$ cat config.mk
export PLATFORM = sky130hd
export DESIGN_NAME = data_stream_fifo
export DESIGN_NICKNAME = d
export VERILOG_FILES = /design/src/rtl/data_stream_pkg.sv /design/src/rtl/data_stream_fifo_mem.sv /design/src/rtl/data_stream_fifo.sv
export SDC_FILE = /design/constraint.sdc
export NUM_CORES = 1
export LEC_CHECK = 0
export CORE_MARGIN = 5
export CORE_UTILIZATION = 39
export DETAILED_ROUTE_END_ITERATION = 10
export SLEW_MARGIN = 30
export SYNTH_ARGS = -nofsm -noshare
export SYNTH_HDL_FRONTEND = slang
export SYNTH_SLANG_ARGS = --single-unit
$ cat constraint.sdc
create_clock -name clk -period 2.23 [get_ports clk]
set_input_delay 0.446 -clock clk [delete_from_list [all_inputs] [get_ports clk]]
set_output_delay 0.446 -clock clk [all_outputs]
set_load 0.01 [all_outputs]
$ cat src/rtl/data_stream_pkg.sv
`default_nettype none
// ============================================================================
// Module      : data_stream_pkg
// Description : Shared width helpers and beat type for the data stream FIFO.
// Revision    : 1.0 - initial release
// ============================================================================
package data_stream_pkg;

    localparam int DEFAULT_DATA_WIDTH = 32;

    function automatic int strb_width(input int data_width);
        return data_width / 8;
    endfunction

    function automatic int level_width(input int depth);
        return $clog2(depth + 1);
    endfunction

    function automatic int beat_width(input int data_width);
        return data_width + strb_width(data_width) + 1;
    endfunction

    // Beat layout for the default width; wider instances build the same layout locally.
    typedef struct packed {
        logic [DEFAULT_DATA_WIDTH-1:0]             data;
        logic [strb_width(DEFAULT_DATA_WIDTH)-1:0] strb;
        logic                                      last;
    } beat_t;

endpackage
`default_nettype wire

$ cat src/rtl/data_stream_fifo_mem.sv
`default_nettype none
// ============================================================================
// Module      : data_stream_fifo_mem
// Description : DEPTH x WIDTH beat storage, one write port, one async read port.
// Revision    : 1.0 - initial release
// ============================================================================
module data_stream_fifo_mem #(
    parameter  int WIDTH = 37,
    parameter  int DEPTH = 4,
    localparam int AW    = $clog2(DEPTH)
) (
    input  logic             clk,
    input  logic             we,
    input  logic [AW-1:0]    waddr,
    input  logic [WIDTH-1:0] wdata,
    input  logic [AW-1:0]    raddr,
    output logic [WIDTH-1:0] rdata
);

    logic [WIDTH-1:0] mem_q [DEPTH];

    always_ff @(posedge clk) begin
        if (we) begin
            mem_q[waddr] <= wdata;
        end
    end

    assign rdata = mem_q[raddr];

endmodule
`default_nettype wire

$ cat src/rtl/data_stream_fifo.sv
`default_nettype none
// ============================================================================
// Module      : data_stream_fifo
// Description : Valid/ready byte-strobed stream FIFO with level, almost-full
//               and optional in-place dropping of null beats.
// Revision    : 1.0 - initial release
// ============================================================================
module data_stream_fifo
    import data_stream_pkg::*;
#(
    parameter int DATA_WIDTH         = 32,
    parameter int DEPTH              = 4,
    parameter int ALMOST_FULL_THRESH = DEPTH - 1,
    parameter bit DROP_NULL          = 1'b0
) (
    input  logic                              clk,
    input  logic                              rst_n,
    input  logic [DATA_WIDTH-1:0]             s_data,
    input  logic [strb_width(DATA_WIDTH)-1:0] s_strb,
    input  logic                              s_last,
    input  logic                              s_valid,
    output logic                              s_ready,
    output logic [DATA_WIDTH-1:0]             m_data,
    output logic [strb_width(DATA_WIDTH)-1:0] m_strb,
    output logic                              m_last,
    output logic                              m_valid,
    input  logic                              m_ready,
    output logic [level_width(DEPTH)-1:0]     level,
    output logic                              almost_full
);

    localparam int SW = strb_width(DATA_WIDTH);
    localparam int LW = level_width(DEPTH);
    localparam int AW = $clog2(DEPTH);
    localparam int PW = AW + 1;
    localparam int BW = beat_width(DATA_WIDTH);

    localparam logic [LW-1:0] C_DEPTH_LVL = LW'(DEPTH);
    localparam logic [LW-1:0] C_AF_LVL    = LW'(ALMOST_FULL_THRESH);

    typedef struct packed {
        logic [DATA_WIDTH-1:0] data;
        logic [SW-1:0]         strb;
        logic                  last;
    } fifo_beat_t;

    if (DATA_WIDTH % 8 != 0) begin : g_chk_width
        $error("data_stream_fifo: DATA_WIDTH must be a multiple of 8");
    end
    if (DEPTH < 2 || (DEPTH & (DEPTH - 1)) != 0) begin : g_chk_depth
        $error("data_stream_fifo: DEPTH must be a power of two >= 2");
    end
    if (ALMOST_FULL_THRESH < 1 || ALMOST_FULL_THRESH > DEPTH) begin : g_chk_thresh
        $error("data_stream_fifo: ALMOST_FULL_THRESH must be in 1..DEPTH");
    end

    logic [PW-1:0] wr_ptr_q, wr_ptr_d;
    logic [PW-1:0] rd_ptr_q, rd_ptr_d;
    logic [LW-1:0] level_q, level_d;
    logic          s_ready_q;
    logic          almost_full_q;
    logic          push, pop, dropped, store, empty;
    fifo_beat_t    wr_beat, rd_beat;

    assign empty   = (wr_ptr_q == rd_ptr_q);
    assign push    = s_valid & s_ready_q;
    assign pop     = ~empty & m_ready;
    // A null beat completes its handshake but never reaches storage.
    assign dropped = DROP_NULL & (s_strb == '0) & ~s_last;
    assign store   = push & ~dropped;

    assign wr_beat = '{data: s_data, strb: s_strb, last: s_last};

    always_comb begin
        wr_ptr_d = wr_ptr_q;
        rd_ptr_d = rd_ptr_q;
        level_d  = level_q;
        if (store) begin
            wr_ptr_d = wr_ptr_q + PW'(1);
        end
        if (pop) begin
            rd_ptr_d = rd_ptr_q + PW'(1);
        end
        if (store && !pop) begin
            level_d = level_q + LW'(1);
        end else if (!store && pop) begin
            level_d = level_q - LW'(1);
        end
    end

    always_ff @(posedge clk or negedge rst_n) begin
        if (!rst_n) begin
            wr_ptr_q      <= '0;
            rd_ptr_q      <= '0;
            level_q       <= '0;
            s_ready_q     <= 1'b0;
            almost_full_q <= 1'b0;
        end else begin
            wr_ptr_q      <= wr_ptr_d;
            rd_ptr_q      <= rd_ptr_d;
            level_q       <= level_d;
            s_ready_q     <= (level_d < C_DEPTH_LVL);
            almost_full_q <= (level_d >= C_AF_LVL);
        end
    end

    data_stream_fifo_mem #(
        .WIDTH (BW),
        .DEPTH (DEPTH)
    ) u_mem (
        .clk   (clk),
        .we    (store),
        .waddr (wr_ptr_q[AW-1:0]),
        .wdata (wr_beat),
        .raddr (rd_ptr_q[AW-1:0]),
        .rdata (rd_beat)
    );

    assign s_ready     = s_ready_q;
    assign m_valid     = ~empty;
    assign m_data      = rd_beat.data;
    assign m_strb      = rd_beat.strb;
    assign m_last      = rd_beat.last;
    assign level       = level_q;
    assign almost_full = almost_full_q;

endmodule
`default_nettype wire

Yosys cells after proc, flatten, opt, wreduce, memory -nomap -nowiden
Memories as Yosys holds them, arrays and structs flattened.
Cells that the tools add are included.
- register bits: 11
- bits in writable memories: 148
- bits of input ports: 41
- output and inout bits: 43
- memories: 1
- memory list (name ; words ; bits a word ; rd ports ; clocked after Yosys merged registers in ; write ports ; line ; source):
    u_mem.mem_q ; 4 ; 37 ; 1 ; 0 ; 1 ; data_stream_fifo_mem.sv:20 ; logic [WIDTH-1:0] mem_q [DEPTH];
- add/sub/neg operators: 4
- order comparisons: 2
- equal/unequal tests: 1
- mux-type cells: 4
- bitwise logic cells: 3
- reductions and logical operators: 4
- operators with widths (kind ; number):
    $add A3 B1 Y3 const B ; 3
    $mux W3 ; 2
    $eq A3 B3 Y1 ; 1
    $ge A3 B2 Y1 const B ; 1
    $lt A3 B3 Y1 const B ; 1
    $sub A3 B1 Y3 const B ; 1
    $and A1 B1 Y1 ; 2
    $logic_and A1 B1 Y1 ; 2
    $logic_not A1 Y1 ; 2
    $mux W1 ; 2
    $not A1 Y1 ; 1

Longest topological paths before layout
- depth in word-level cells: 7
- mapped depth: 6
- mapped depth without buffers: 6

Cells and area by module
From an unflattened synthesis, not the netlist that was laid out.
- cells, all modules: 254
- area, all modules: 6082.1 um^2
- modules (own cells, without submodules) (module ; times used ; cells each ; area each (um^2) ; sequential area each (um^2)):
    data_stream_fifo_mem ; 1 ; 197 ; 5426.5 ; 4444.3
    data_stream_fifo ; 1 ; 57 ; 655.6 ; 275.3

Worst setup path after synthesis
OpenSTA, ideal clock, no wires.
- path type: register to register
- start: reg wr_ptr_q[0]
- end: mem u_mem.mem_q[2][0], enable pin
- library setup time: 0.398 ns
- data arrival time: 1.626 ns
- data required time: 1.832 ns
- setup slack: 0.207 ns
- cell stages (with the launch flop): 4
- buffers on the path: 0
- cell sequence: dfrtp_1 inv_1 ha_1 and3_1
- RTL lines (item ; line ; source):
    from (decl) ; data_stream_fifo.sv:57 ; logic [PW-1:0] wr_ptr_q, wr_ptr_d;
    from (signal assigned) ; data_stream_fifo.sv:99 ; wr_ptr_q <= wr_ptr_d;
    to (decl) ; data_stream_fifo_mem.sv:20 ;
No word-level cell before the write port.

Final worst setup path
- start: reg rd_ptr_q[0]
- end: out m_data[12]
- longest elaborated chain between the ends: 1
- RTL lines (item ; line ; source):
    from (decl) ; data_stream_fifo.sv:58 ; logic [PW-1:0] rd_ptr_q, rd_ptr_d;
    from (signal assigned) ; data_stream_fifo.sv:100 ; rd_ptr_q <= rd_ptr_d;
    $mem_v2 Z4 W37 ; -- ;
    to (decl) ; data_stream_fifo.sv:23 ; output logic [DATA_WIDTH-1:0] m_data,
Every way passes these cells.

==> impl_metrics.tcl <==
set metrics [dict create \
    power_w 0.0106 \
    cp-end-kind "primary output" \
    synth_fp_nets 308 \
    seq_power_share_pct 37.2 \
    synthCells 260 \
    ys_ff_latch 159 \
    fp-row-count 45 \
    busiest_layer "met2" \
    grt_usage_pct 13.8 \
    critPathLaunch "rd_ptr_q[0]" \
    synth-seq-area-share_pct 78.0 \
    crit_buf_inv 3 \
    synthXorXnorAreaFrac_pct 1.74 \
    sw_frac_of_total_pct 28.2 \
    htreeDepth 4 \
    clkPwrFrac_pct 27.0 \
    synth_top_area_share_pct 73.5 \
    fin_crit_sh_pct 102 \
    max_stage_delay_ns 0.55 \
    drv_cap 0 \
    vdd_drop_max_v 0.000765 \
    power_leakage_nw 2.77 \
    use_met2_pct 22.2 \
    core-area_sq_mm 0.0152 \
    antenna_found_initial 0 \
    pre_cts_slack_ns 0.0725 \
    synth_area_sq_mm 0.00605 \
    slew_headroom_pct 60.3 \
    setup.worst_path.class "register to primary output" \
    dp_hpwl_um 7310 \
    synth_cell_types 31 \
    cts_tree "built" \
    grt_first_pass_wirelength_um 18500 \
    clk_pin_slew_ns 0.06 \
    syn_to_final_growth_pct 32.7 \
    clk_latency_ns 0.41 \
    power_density_mw_per_mm2 1330 \
    ys_top_cells_by_area "edfxtp_1 (73%), mux4_2 (14%), dfrtp_1 (4.6%)" \
    cp_max_fo 8 \
    synth-adder-area-share_pct 1.45 \
    yosys.area_share.simple_pct 1.72 \
    avgViaCountPerCell 5.10 \
    comb_power_share_pct 35.8 \
    gp_congestion 0.709 \
    avgSynthCellArea_sq_um 23.3 \
    hold_viol 0 \
    worst_clock_skew_ns 0.00611 \
    yosysWarnings 0 \
    use_met1_pct 17.6 \
    muxShareOfSynthArea_pct 14.3 \
    initial_core_util_pct 39.8 \
    clockBufferDepth 2 \
    die-area_sq_mm 0.0181 \
    max_clock_freq_mhz 439 \
    final_common_cell "edfxtp_1" \
    num_vias 2932 \
    most-common-layout-cells "edfxtp_1 (148), clkdlybuf4s50_1 (45), mux4_2 (37)" \
    rsz0062_at_grt "yes" \
    crit_path_frequent_cell "buf_12" \
    antenna_left 0 \
    finalMaxSlewViolations 0 \
    wl_per_cell_um 20.1 \
    p_sw_w 0.00300 \
    cts-root-buf "clkbuf_16" \
    firstDrtPassIters 4 \
    grt-ovfl-total 0 \
    min_path_type "input port to asynchronous set/reset pin" \
    nets 422 \
    intPower_w 0.00765 \
    yosysTopAreaCell "edfxtp_1" \
    ctsHoldBuffers 0 \
    grt_max_degree 28 \
    fp.dieH_um 135 \
    cp.required_ns 1.78 \
    diodes 0 \
    drive_above_1_share_pct 34.9 \
    synth_top_family_by_area "multiplexers" \
    synth_compound_area_share_pct 1.43 \
    slowest_stage "mux4_2" \
    worstReg2RegStart "rd_ptr_q[0]" \
    cp_top_family "multiplexers" \
    timing.critical_path.cells "buf_12 -> buf_12 -> mux4_2 -> buf_6" \
    setup_viol 12 \
    die_x_um 135 \
    wirelength_um 11600 \
    startpoint_type "register" \
    grtUsageMet3_pct 5.63 \
    cts_made_buffers 17 \
    drtIter0Drc 159 \
    portBuffers 83 \
    violations "setup timing" \
    drc 0 \
    worst_pin_slew_ns 0.593 \
    ios 84 \
    outcome "finished with violations" \
    grt_pass1_vias 3312 \
    worstPathArrival_ns 1.83 \
    clock-sinks 159 \
    worst_slack_ns -0.0480 \
    fin_crit_ns 2.28 \
]
-- per-layer routing --
metal	wire, um	share of wire [%]	vias up
li1	-	-	1312
met1	4960	43	1521
met2	5750	50	93
met3	791	6.8	6
met4	80	0.69	0
met5	0	0	-
-- what timing repair did --
| item | in CTS | in global routing |
|---|---|---|
| gates resized for setup | 184 | 7 |
| endpoints found under the setup margin | 38 | 38 |
| cloned | 3 | 0 |
| endpoints found under the hold margin | 0 | 0 |
| setup buffers | 4 | 0 |
-- path summary, 6_finish.rpt --
check | to | slack [ns] | depth (start not counted)
max in group asynchronous | rd_ptr_q[0] | 1.37 | 1
worst max-delay path | m_data[12] | -0.05 | 4
worst min-delay path | level[2] | 0.41 | 1
min in group clk | rd_ptr_q[2] | 0.53 | 1
worst max register to register | rd_ptr_q[1] | 0.13 | 6
worst min register to register | rd_ptr_q[2] | 0.53 | 1
-- power groups by stage --
stage	clock [W]	sequential (W)	combinational, W
after detailed placement	0	0.00403	0.00356
after global placement	0	0.00401	0.00354
final	0.00287	0.00397	0.00381
after global routing	0.00310	0.00401	0.00411
after floorplan	0	0.00393	0.00192
after CTS	0.00294	0.00397	0.00391
-- cell usage after synthesis --
library cell,n
mux2i_1,2
mux2_1,1
a311oi_1,1
xnor2_1,7
o21ai_0,2
clkbuf_1,1
buf_6,1
a31oi_1,1
and2_0,1
ha_1,7
o311a_1,1
mux4_2,37
inv_1,6
and4_4,1
buf_2,4
and3_1,6
dfrtp_1,11
o311ai_2,1
o22ai_1,1
buf_4,3
edfxtp_1,148
nand2_1,3
or2_1,1
nand2b_1,1
a21boi_0,1
o31ai_4,1
xor2_1,5
nand4_1,1
nor2_1,1
nand3_1,2
nor3_1,1
-- metrics by stage --
stage	util [%]	cells	hold WS [ns]	TNS (ns)	instance area (sq um)
finish	52.8	575	0.413	-0.189	8030
global route	52.8	575	0.434	-2.05	8030
CTS	52.8	576	0.419	-0.963	8030
detailed placement	48.0	537	0.516	0	7300
global placement	48.0	537	0.512	0	7300
floorplan	-	260	0.150	0	6050
-- logic make-up (layout without fill, tap and decap cells) --
kind of cell,count (synthesis),after routing
buf+inv,15,142
flops,159,159
compound gates,9,9
fa+ha+maj,7,7
mux,40,40
xor+xnor,12,12
simple gates,18,18
-- final cells by class --
type	count	area [sq um]
Fill cell	1237	7180
Sequential cell	159	4730
Multi-Input combinational cell	86	1260
Timing Repair Buffer	104	1190
Clock buffer	18	429
Tap cell	188	235
Clock inverter	14	165
Inverter	6	22.5
-- registers in the layout, summed over array words and instances (netlist names) --
register / cells
almost_full: 1
rd_ptr_q: 3
level: 3
wr_ptr_q: 3
s_ready: 1
u_mem.mem_q: 148
Note: power is estimated with default switching activity, not from simulation.
